File: src/rtl/noc_packetizer_if.sv
// rtl/noc_packetizer_if.sv - request, payload and router-port handshake bundle for noc_packetizer
interface noc_packetizer_if #(
   parameter int WORD_WIDTH = 32,
   parameter int LEN_W      = 5
);
   logic                  req_valid;
   logic                  req_ready;
   logic [2:0]            req_dst_x;
   logic [2:0]            req_dst_y;
   logic [LEN_W-1:0]      req_len;
   logic                  pay_valid;
   logic                  pay_ready;
   logic [29:0]           pay_data;
   logic [WORD_WIDTH-1:0] data_out;
   logic                  data_void_out;
   logic                  stop_in;
   logic                  busy;

   // master: core plus router side of the block; slave: the packetizer itself
   modport master (
      output req_valid, req_dst_x, req_dst_y, req_len, pay_valid, pay_data, stop_in,
      input  req_ready, pay_ready, data_out, data_void_out, busy
   );

   modport slave (
      input  req_valid, req_dst_x, req_dst_y, req_len, pay_valid, pay_data, stop_in,
      output req_ready, pay_ready, data_out, data_void_out, busy
   );
endinterface

File: src/rtl/noc_packetizer.sv
// rtl/noc_packetizer.sv - HEAD/BODY/TAIL flit packetizer with XY lookahead and void/stop flow control
// Optional feature macro: PKT_SEQ_EN (6-bit packet sequence number in TAIL bits [7:2]).
module noc_packetizer #(
   parameter int WORD_WIDTH = 32,
   parameter int X_POS      = 0,
   parameter int Y_POS      = 0,
   parameter int MAX_LEN    = 16,
   parameter int LEN_W      = 5
) (
   input logic             clk,
   input logic             rst,
   noc_packetizer_if.slave bus
);
   typedef enum logic [1:0] {IDLE, BODY, TAIL} state_t;

   localparam logic [2:0]       X3      = 3'(X_POS);
   localparam logic [2:0]       Y3      = 3'(Y_POS);
   localparam logic [LEN_W-1:0] LEN_MAX = LEN_W'(MAX_LEN);

   state_t                  state;
   logic [WORD_WIDTH-1:0]   out_q;
   logic                    out_v;
   logic [LEN_W-1:0]        cnt;
   logic                    slot_free;
   logic                    req_fire;
   logic                    pay_fire;
   logic                    tail_load;
   logic [LEN_W-1:0]        len_c;
   logic [5:0]              seq_bits;
   logic [WORD_WIDTH-1:0]   head_flit;
   logic [WORD_WIDTH-1:0]   body_flit;
   logic [WORD_WIDTH-1:0]   tail_flit;

   function automatic logic [4:0] lookahead(input logic [2:0] dx, input logic [2:0] dy);
      if (dx > X3)      return 5'b00010;
      else if (dx < X3) return 5'b00100;
      else if (dy > Y3) return 5'b01000;
      else if (dy < Y3) return 5'b10000;
      else              return 5'b00001;
   endfunction

   // The output slot can take a new flit if empty or if its flit leaves this edge
   assign slot_free = ~out_v | ~bus.stop_in;
   assign req_fire  = bus.req_valid & bus.req_ready;
   assign pay_fire  = bus.pay_valid & bus.pay_ready;
   assign tail_load = rst & (state == TAIL) & slot_free;
   assign len_c     = (bus.req_len > LEN_MAX) ? LEN_MAX : bus.req_len;

   assign head_flit = {2'b10, 6'd0, bus.req_dst_x, bus.req_dst_y, 13'd0,
                       lookahead(bus.req_dst_x, bus.req_dst_y)};
   assign body_flit = {2'b00, bus.pay_data};
   assign tail_flit = {2'b01, 16'd0, X3, Y3, seq_bits, 2'b00};

   // Handshakes and outputs are forced quiet while reset is held
   assign bus.req_ready     = rst & (state == IDLE) & slot_free;
   assign bus.pay_ready     = rst & (state == BODY) & slot_free;
   assign bus.data_out      = rst ? out_q : '0;
   assign bus.data_void_out = ~(rst & out_v);
   assign bus.busy          = rst & ((state != IDLE) | out_v);

   always_ff @(posedge clk) begin
      if (!rst) begin
         state <= IDLE;
         out_q <= '0;
         out_v <= 1'b0;
         cnt   <= '0;
      end else begin
         if (slot_free) out_v <= 1'b0;
         case (state)
            IDLE: begin
               if (req_fire) begin
                  out_q <= head_flit;
                  out_v <= 1'b1;
                  cnt   <= len_c;
                  state <= (len_c != '0) ? BODY : TAIL;
               end
            end
            BODY: begin
               if (pay_fire) begin
                  out_q <= body_flit;
                  out_v <= 1'b1;
                  cnt   <= cnt - 1'b1;
                  if (cnt == LEN_W'(1)) state <= TAIL;
               end
            end
            TAIL: begin
               if (slot_free) begin
                  out_q <= tail_flit;
                  out_v <= 1'b1;
                  cnt   <= '0;
                  state <= IDLE;
               end
            end
            default: state <= IDLE;
         endcase
      end
   end

`ifdef PKT_SEQ_EN
   logic [5:0] seq;

   always_ff @(posedge clk) begin
      if (!rst)           seq <= 6'd0;
      else if (tail_load) seq <= seq + 6'd1;
   end

   assign seq_bits = seq;
`else
   assign seq_bits = 6'd0;
`endif
endmodule
File: src/flat_wrapper.sv
// flat-port wrapper written by rule: the top's interface ports become plain ports
module noc_packetizer_flat 
#(
   parameter int WORD_WIDTH = 32,
   parameter int X_POS      = 0,
   parameter int Y_POS      = 0,
   parameter int MAX_LEN    = 16,
   parameter int LEN_W      = 5
)
  (clk, rst, bus_req_valid, bus_req_dst_x, bus_req_dst_y, bus_req_len, bus_pay_valid, bus_pay_data, bus_stop_in, bus_req_ready, bus_pay_ready, bus_data_out, bus_data_void_out, bus_busy);
  noc_packetizer_if #(.WORD_WIDTH(WORD_WIDTH), .LEN_W(LEN_W)) bus_i ();
  input logic clk;
  input logic rst;
  input wire logic [$bits(bus_i.req_valid)-1:0] bus_req_valid;
  input wire logic [$bits(bus_i.req_dst_x)-1:0] bus_req_dst_x;
  input wire logic [$bits(bus_i.req_dst_y)-1:0] bus_req_dst_y;
  input wire logic [$bits(bus_i.req_len)-1:0] bus_req_len;
  input wire logic [$bits(bus_i.pay_valid)-1:0] bus_pay_valid;
  input wire logic [$bits(bus_i.pay_data)-1:0] bus_pay_data;
  input wire logic [$bits(bus_i.stop_in)-1:0] bus_stop_in;
  output wire logic [$bits(bus_i.req_ready)-1:0] bus_req_ready;
  output wire logic [$bits(bus_i.pay_ready)-1:0] bus_pay_ready;
  output wire logic [$bits(bus_i.data_out)-1:0] bus_data_out;
  output wire logic [$bits(bus_i.data_void_out)-1:0] bus_data_void_out;
  output wire logic [$bits(bus_i.busy)-1:0] bus_busy;
  assign bus_i.req_valid = bus_req_valid;
  assign bus_i.req_dst_x = bus_req_dst_x;
  assign bus_i.req_dst_y = bus_req_dst_y;
  assign bus_i.req_len = bus_req_len;
  assign bus_i.pay_valid = bus_pay_valid;
  assign bus_i.pay_data = bus_pay_data;
  assign bus_i.stop_in = bus_stop_in;
  assign bus_req_ready = bus_i.req_ready;
  assign bus_pay_ready = bus_i.pay_ready;
  assign bus_data_out = bus_i.data_out;
  assign bus_data_void_out = bus_i.data_void_out;
  assign bus_busy = bus_i.busy;
  noc_packetizer #(.WORD_WIDTH(WORD_WIDTH), .X_POS(X_POS), .Y_POS(Y_POS), .MAX_LEN(MAX_LEN), .LEN_W(LEN_W)) u_core (.clk(clk), .rst(rst), .bus(bus_i));
endmodule
File: config.mk
export PLATFORM = sky130hd
export DESIGN_NAME = noc_packetizer_flat
export DESIGN_NICKNAME = d
export VERILOG_FILES = /design/src/rtl/noc_packetizer_if.sv /design/src/rtl/noc_packetizer.sv /design/src/flat_wrapper.sv
export SDC_FILE = /design/constraint.sdc
export NUM_CORES = 1
export LEC_CHECK = 0
export BUFFER_PORTS_ARGS = -buffer_cell sky130_fd_sc_hd__buf_2
export CAP_MARGIN = 40
export CORE_MARGIN = 1.5
export CORE_UTILIZATION = 50
export CTS_CLUSTER_SIZE = 10
export DETAILED_ROUTE_END_ITERATION = 10
export HOLD_SLACK_MARGIN = 0.15
export PLACE_DENSITY = 0.8
export SLEW_MARGIN = 20
export SYNTH_ARGS = -nofsm -noshare
export SYNTH_HDL_FRONTEND = slang
export SYNTH_SLANG_ARGS = --single-unit
File: constraint.sdc
create_clock -name clk -period 1.91 [get_ports clk]
set_input_delay 0.0955 -clock clk [delete_from_list [all_inputs] [get_ports clk]]
set_output_delay 0.0955 -clock clk [all_outputs]
set_load 0.01 [all_outputs]
==> run_results.csv <==
group,metric,value,unit
synthesis,synth_adder_area_share,3.20,%
placed_design,io_buffers,81,
outcome,failing_checks,"DRC",
sta,post-route-period-util,96.3,%
worst_hold_path,min-delay-path-class,"input port to flip-flop",
die,start_util,52.8,%
synthesis,synth_compound_gate_area_share,29.2,%
sta,hold_violations,0,
setup_path,timing.critical_path.from_type,"flip-flop",
setup_path,critPathMaxFanout,9,
global_route,initial_antenna_violation_count,0,
sta,finalWorstPathRequiredPeriod,1840,ps
placed_design,detailed_place.area,2960,um2
power,p_leak,1.45,nW
sta,slew-limit-headroom,56.8,%
global_route,first_global_vias,2442,
routing,dr_pass1_iterations,8,
power,irDropWorstVdd,0.997,mV
cts,clock_path_buffers,2,
outcome,status,"finished, violations left",
synthesis,synth.mux.area_fraction,0,%
setup_path,worstRegToRegCells,7,
cts,clock_tree.htree_level_count,2,
synthesis,yosys.area_share.simple,26.2,%
power,sw_frac_of_total,40.8,%
routing,via_per_inst,5.92,
synthesis,ys_seq_elements,40,
power,power.density_cell_area,1200,nW/um2
synthesis,syn-mean-instance-area,8.01,um2
cts,numClockSinks,40,
die,core-area,4440,um2
die,dieArea,5110,um2
synthesis,synth-seq-area-share,34.1,%
cells_and_area,antenna_cells_inserted,0,
worst_hold_path,hold_depth,4,
synthesis,yosysWarnings,0,
synthesis,synth_largest_type_area_fraction,34.1,%
die,design.portCount,82,
cells_and_area,final_cell_mix,"81 x sky130_fd_sc_hd__buf_2, 38 x sky130_fd_sc_hd__dfxtp_1, 35 x sky130_fd_sc_hd__and2_1, 27 x sky130_fd_sc_hd__nand2_1, 26 x sky130_fd_sc_hd__buf_4",
sta,timing_worst_slew_pin_value,648,ps
cells_and_area,most_common_library_cell_in_the_layout_ignoring_fill_and_taps,"sky130_fd_sc_hd__buf_2",
global_route,grt_pass1_wl,11.0,mm
cells_and_area,final_layout_size_suffix_gt1_share,34.6,%
global_route,grtUsageTotal,26.8,%
cells_and_area,area.growth.synth_to_final,42.0,%
die,rows,24,
routing,detail_route.iter0.violations,183,
cells_and_area,design_area,3330,um2
sta,slew_violations,0,
power,power.share.clock,14.5,%
routing,remaining_drc_errors,8,
cts,number_of_cts_inserted_buffers,5,
setup_path,timing.critical_path.slowest_stage_cell,"sky130_fd_sc_hd__or4_1",
flow_run,cap_violations,0,
sta,max_freq,0.544,GHz
cts,worstSkewPairLatency,290,ps
die,die_y,71.5,um
routing,via_count,2668,
synthesis,postSynthNetCount,345,
cells_and_area,num-nets-final,450,
cts,worst_setup_hold_path_clk_slew,80,ps
die,floorplan.die.width,71.5,um
synthesis,synth_cells,293,
placed_design,detailedPlacementHpwl,4.48,mm
placed_design,gpl.final_weighted_congestion,0.837,
cts,clock-root-buffer,"sky130_fd_sc_hd__clkbuf_8",
cts,cts_tree,"yes",
synthesis,synth_top_family_by_area,"compound AO/OA/AOI/OAI gates",
power,p_int,2.36,mW
setup_path,slowest_delay,530,ps
routing,post_detailed_route_count_of_antenna_violating_nets,0,
setup_path,critical_path.endpoint_type,"flip-flop",
synthesis,post_synth_main_area_contributors,"sky130_fd_sc_hd__dfxtp_1 34%, sky130_fd_sc_hd__and2_1 9.3%, sky130_fd_sc_hd__o31ai_1 7.7%, sky130_fd_sc_hd__or4_1 7.4%, sky130_fd_sc_hd__a21oi_1 5.8%",
setup_path,criticalPathCategory,"flip-flop to flip-flop",
synthesis,synthDistinctLibCells,40,
global_route,pin_count_of_the_biggest_net_entering_global_routing,39,
routing,route.detailed.wl_per_inst,15.6,um
power,combinational_cell_fraction_of_total_power,56.7,%
setup_path,worst-endpoint-required,2120,ps
sta,fin_setup_tns,0,ps
synthesis,synthesized_area_fraction_occupied_by_xor_and_xnor_cells,0.373,%
synthesis,cell_area_after_synthesis,2350,um2
power,share_seq_of_total_power,28.8,%
power,netSwitchingPower,1.63,mW
setup_path,critical_path.cell_chain,"inv_1 > ha_2 > a31oi_4 > a21oi_4 > buf_4 > or4_1 > a21oi_1",
routing,drt-total-wl,7.03,mm
synthesis,post-synth-top-area-cell,"sky130_fd_sc_hd__dfxtp_1",
setup_path,worst_ep_arrival_time,2050,ps
sta,timing.final.setup_violations,0,
sta,fin_skew,5.62,ps
global_route,gr-total-overflow,0,
## stage by stage
step / power (mW) / util [%] / hold slack [ps] / setup slack [ps] / cells
2_1_floorplan: 2.39 / - / 231 / 154 / 293
3_3_place_gp: 3.08 / 66.0 / 378 / -169 / 422
3_5_place_dp: 3.19 / 66.7 / 409 / -144 / 423
4_1_cts: 3.91 / 74.0 / 150 / 17.8 / 451
5_1_grt: 4.25 / 75.0 / 170 / -3.33 / 451
6_report: 3.99 / 75.0 / 155 / 70.1 / 451
## power groups by stage
| stage | combinational [mW] | clock [mW] | sequential [mW] |
|---|---|---|---|
| after floorplan | 1.27 | 0 | 1.12 |
| after global placement | 1.94 | 0 | 1.14 |
| after detailed placement | 2.04 | 0 | 1.15 |
| after CTS | 2.18 | 0.589 | 1.14 |
| after global routing | 2.45 | 0.622 | 1.17 |
| final | 2.26 | 0.580 | 1.15 |
## final timing paths
check                                 startpoint                to  slack, ps
worst max-delay path             u_core.state[0]   u_core.state[0]         70
worst min-delay path            bus_pay_data[13]  u_core.out_q[13]        150
worst max register to register   u_core.state[0]   u_core.state[0]         70
worst min register to register  u_core.out_q[16]  u_core.out_q[16]        460
## sequential cells by signal, indices dropped and copies added, names as in the netlist
name and cells:
u_core.out_q 32, u_core.cnt 5, u_core.state 2, u_core.out_v 1
## worst max-delay path, delay by kind of cell, from the launching register on
family                   cells  cell delay [ps]
AO/OA/AOI/OAI                3              420
buffers and inverters        2              240
AND/OR/NAND/NOR              1              530
flip-flops                   1              370
adder cells (fa/ha/maj)      1              200
## cells by family (layout without fill, tap and decap cells)
group | Yosys count | after routing
compound gates | 98 | 98
xor+xnor | 1 | 1
fa+ha+maj | 6 | 6
buf+inv | 41 | 147
flops | 40 | 40
simple gates | 107 | 107
## area by class of cell
type | count | area [um2]
Multi-Input combinational cell | 212 | 1450
Fill cell | 318 | 1110
Timing Repair Buffer | 129 | 882
Sequential cell | 40 | 806
Clock buffer | 6 | 82.6
Tap cell | 52 | 65.1
Inverter | 10 | 37.5
Clock inverter | 2 | 10.0
## cell usage after synthesis
| master | n |
|---|---|
| sky130_fd_sc_hd__dfxtp_1 | 40 |
| sky130_fd_sc_hd__and2_1 | 35 |
| sky130_fd_sc_hd__a21oi_1 | 27 |
| sky130_fd_sc_hd__nand2_1 | 27 |
| sky130_fd_sc_hd__o31ai_1 | 24 |
| sky130_fd_sc_hd__clkbuf_1 | 23 |
| sky130_fd_sc_hd__or4_1 | 23 |
| sky130_fd_sc_hd__a211oi_1 | 11 |
| sky130_fd_sc_hd__a31oi_1 | 11 |
| sky130_fd_sc_hd__inv_1 | 9 |
| sky130_fd_sc_hd__a22oi_1 | 8 |
| sky130_fd_sc_hd__buf_2 | 6 |
| sky130_fd_sc_hd__ha_1 | 6 |
| sky130_fd_sc_hd__nor2_1 | 6 |
| sky130_fd_sc_hd__nor4_1 | 5 |
| sky130_fd_sc_hd__nand4_1 | 3 |
| sky130_fd_sc_hd__nor3_1 | 3 |
| sky130_fd_sc_hd__a32oi_1 | 2 |
| sky130_fd_sc_hd__nand3_1 | 2 |
| sky130_fd_sc_hd__o32ai_1 | 2 |
| sky130_fd_sc_hd__a2111oi_0 | 1 |
| sky130_fd_sc_hd__a21bo_2 | 1 |
| sky130_fd_sc_hd__a21boi_2 | 1 |
| sky130_fd_sc_hd__a21boi_4 | 1 |
| sky130_fd_sc_hd__a21o_1 | 1 |
| sky130_fd_sc_hd__a21oi_2 | 1 |
| sky130_fd_sc_hd__a22o_1 | 1 |
| sky130_fd_sc_hd__a311oi_1 | 1 |
| sky130_fd_sc_hd__buf_1 | 1 |
| sky130_fd_sc_hd__clkbuf_2 | 1 |
| sky130_fd_sc_hd__clkinv_1 | 1 |
| sky130_fd_sc_hd__nand2b_1 | 1 |
| sky130_fd_sc_hd__nor3_2 | 1 |
| sky130_fd_sc_hd__nor3b_1 | 1 |
| sky130_fd_sc_hd__o211a_1 | 1 |
| sky130_fd_sc_hd__o21ai_0 | 1 |
| sky130_fd_sc_hd__o2bb2ai_1 | 1 |
| sky130_fd_sc_hd__o31a_1 | 1 |
| sky130_fd_sc_hd__o41ai_1 | 1 |
| sky130_fd_sc_hd__xor2_1 | 1 |
## what timing repair did
item,CTS,global route
gates cloned,1,0
hold endpoints to repair,17,0
gates resized for setup,3,13
pin swaps,1,1
endpoints found under the setup margin,29,33
buffers inserted,2,0
hold buffers,17,0
## layer usage
| layer | part of all wire, % | track usage (%) | routed length [um] | vias to the layer above |
|---|---|---|---|---|
| met5 | 0 | 0 | 0 | - |
| met4 | 1.4 | 8.39 | 98 | 0 |
| met3 | 6.8 | 3.66 | 478 | 11 |
| met2 | 48 | 45.8 | 3360 | 119 |
| met1 | 44 | 35.4 | 3090 | 1227 |
| li1 | - | - | - | 1311 |
No activity file was read; power rests on OpenSTA's default activity.
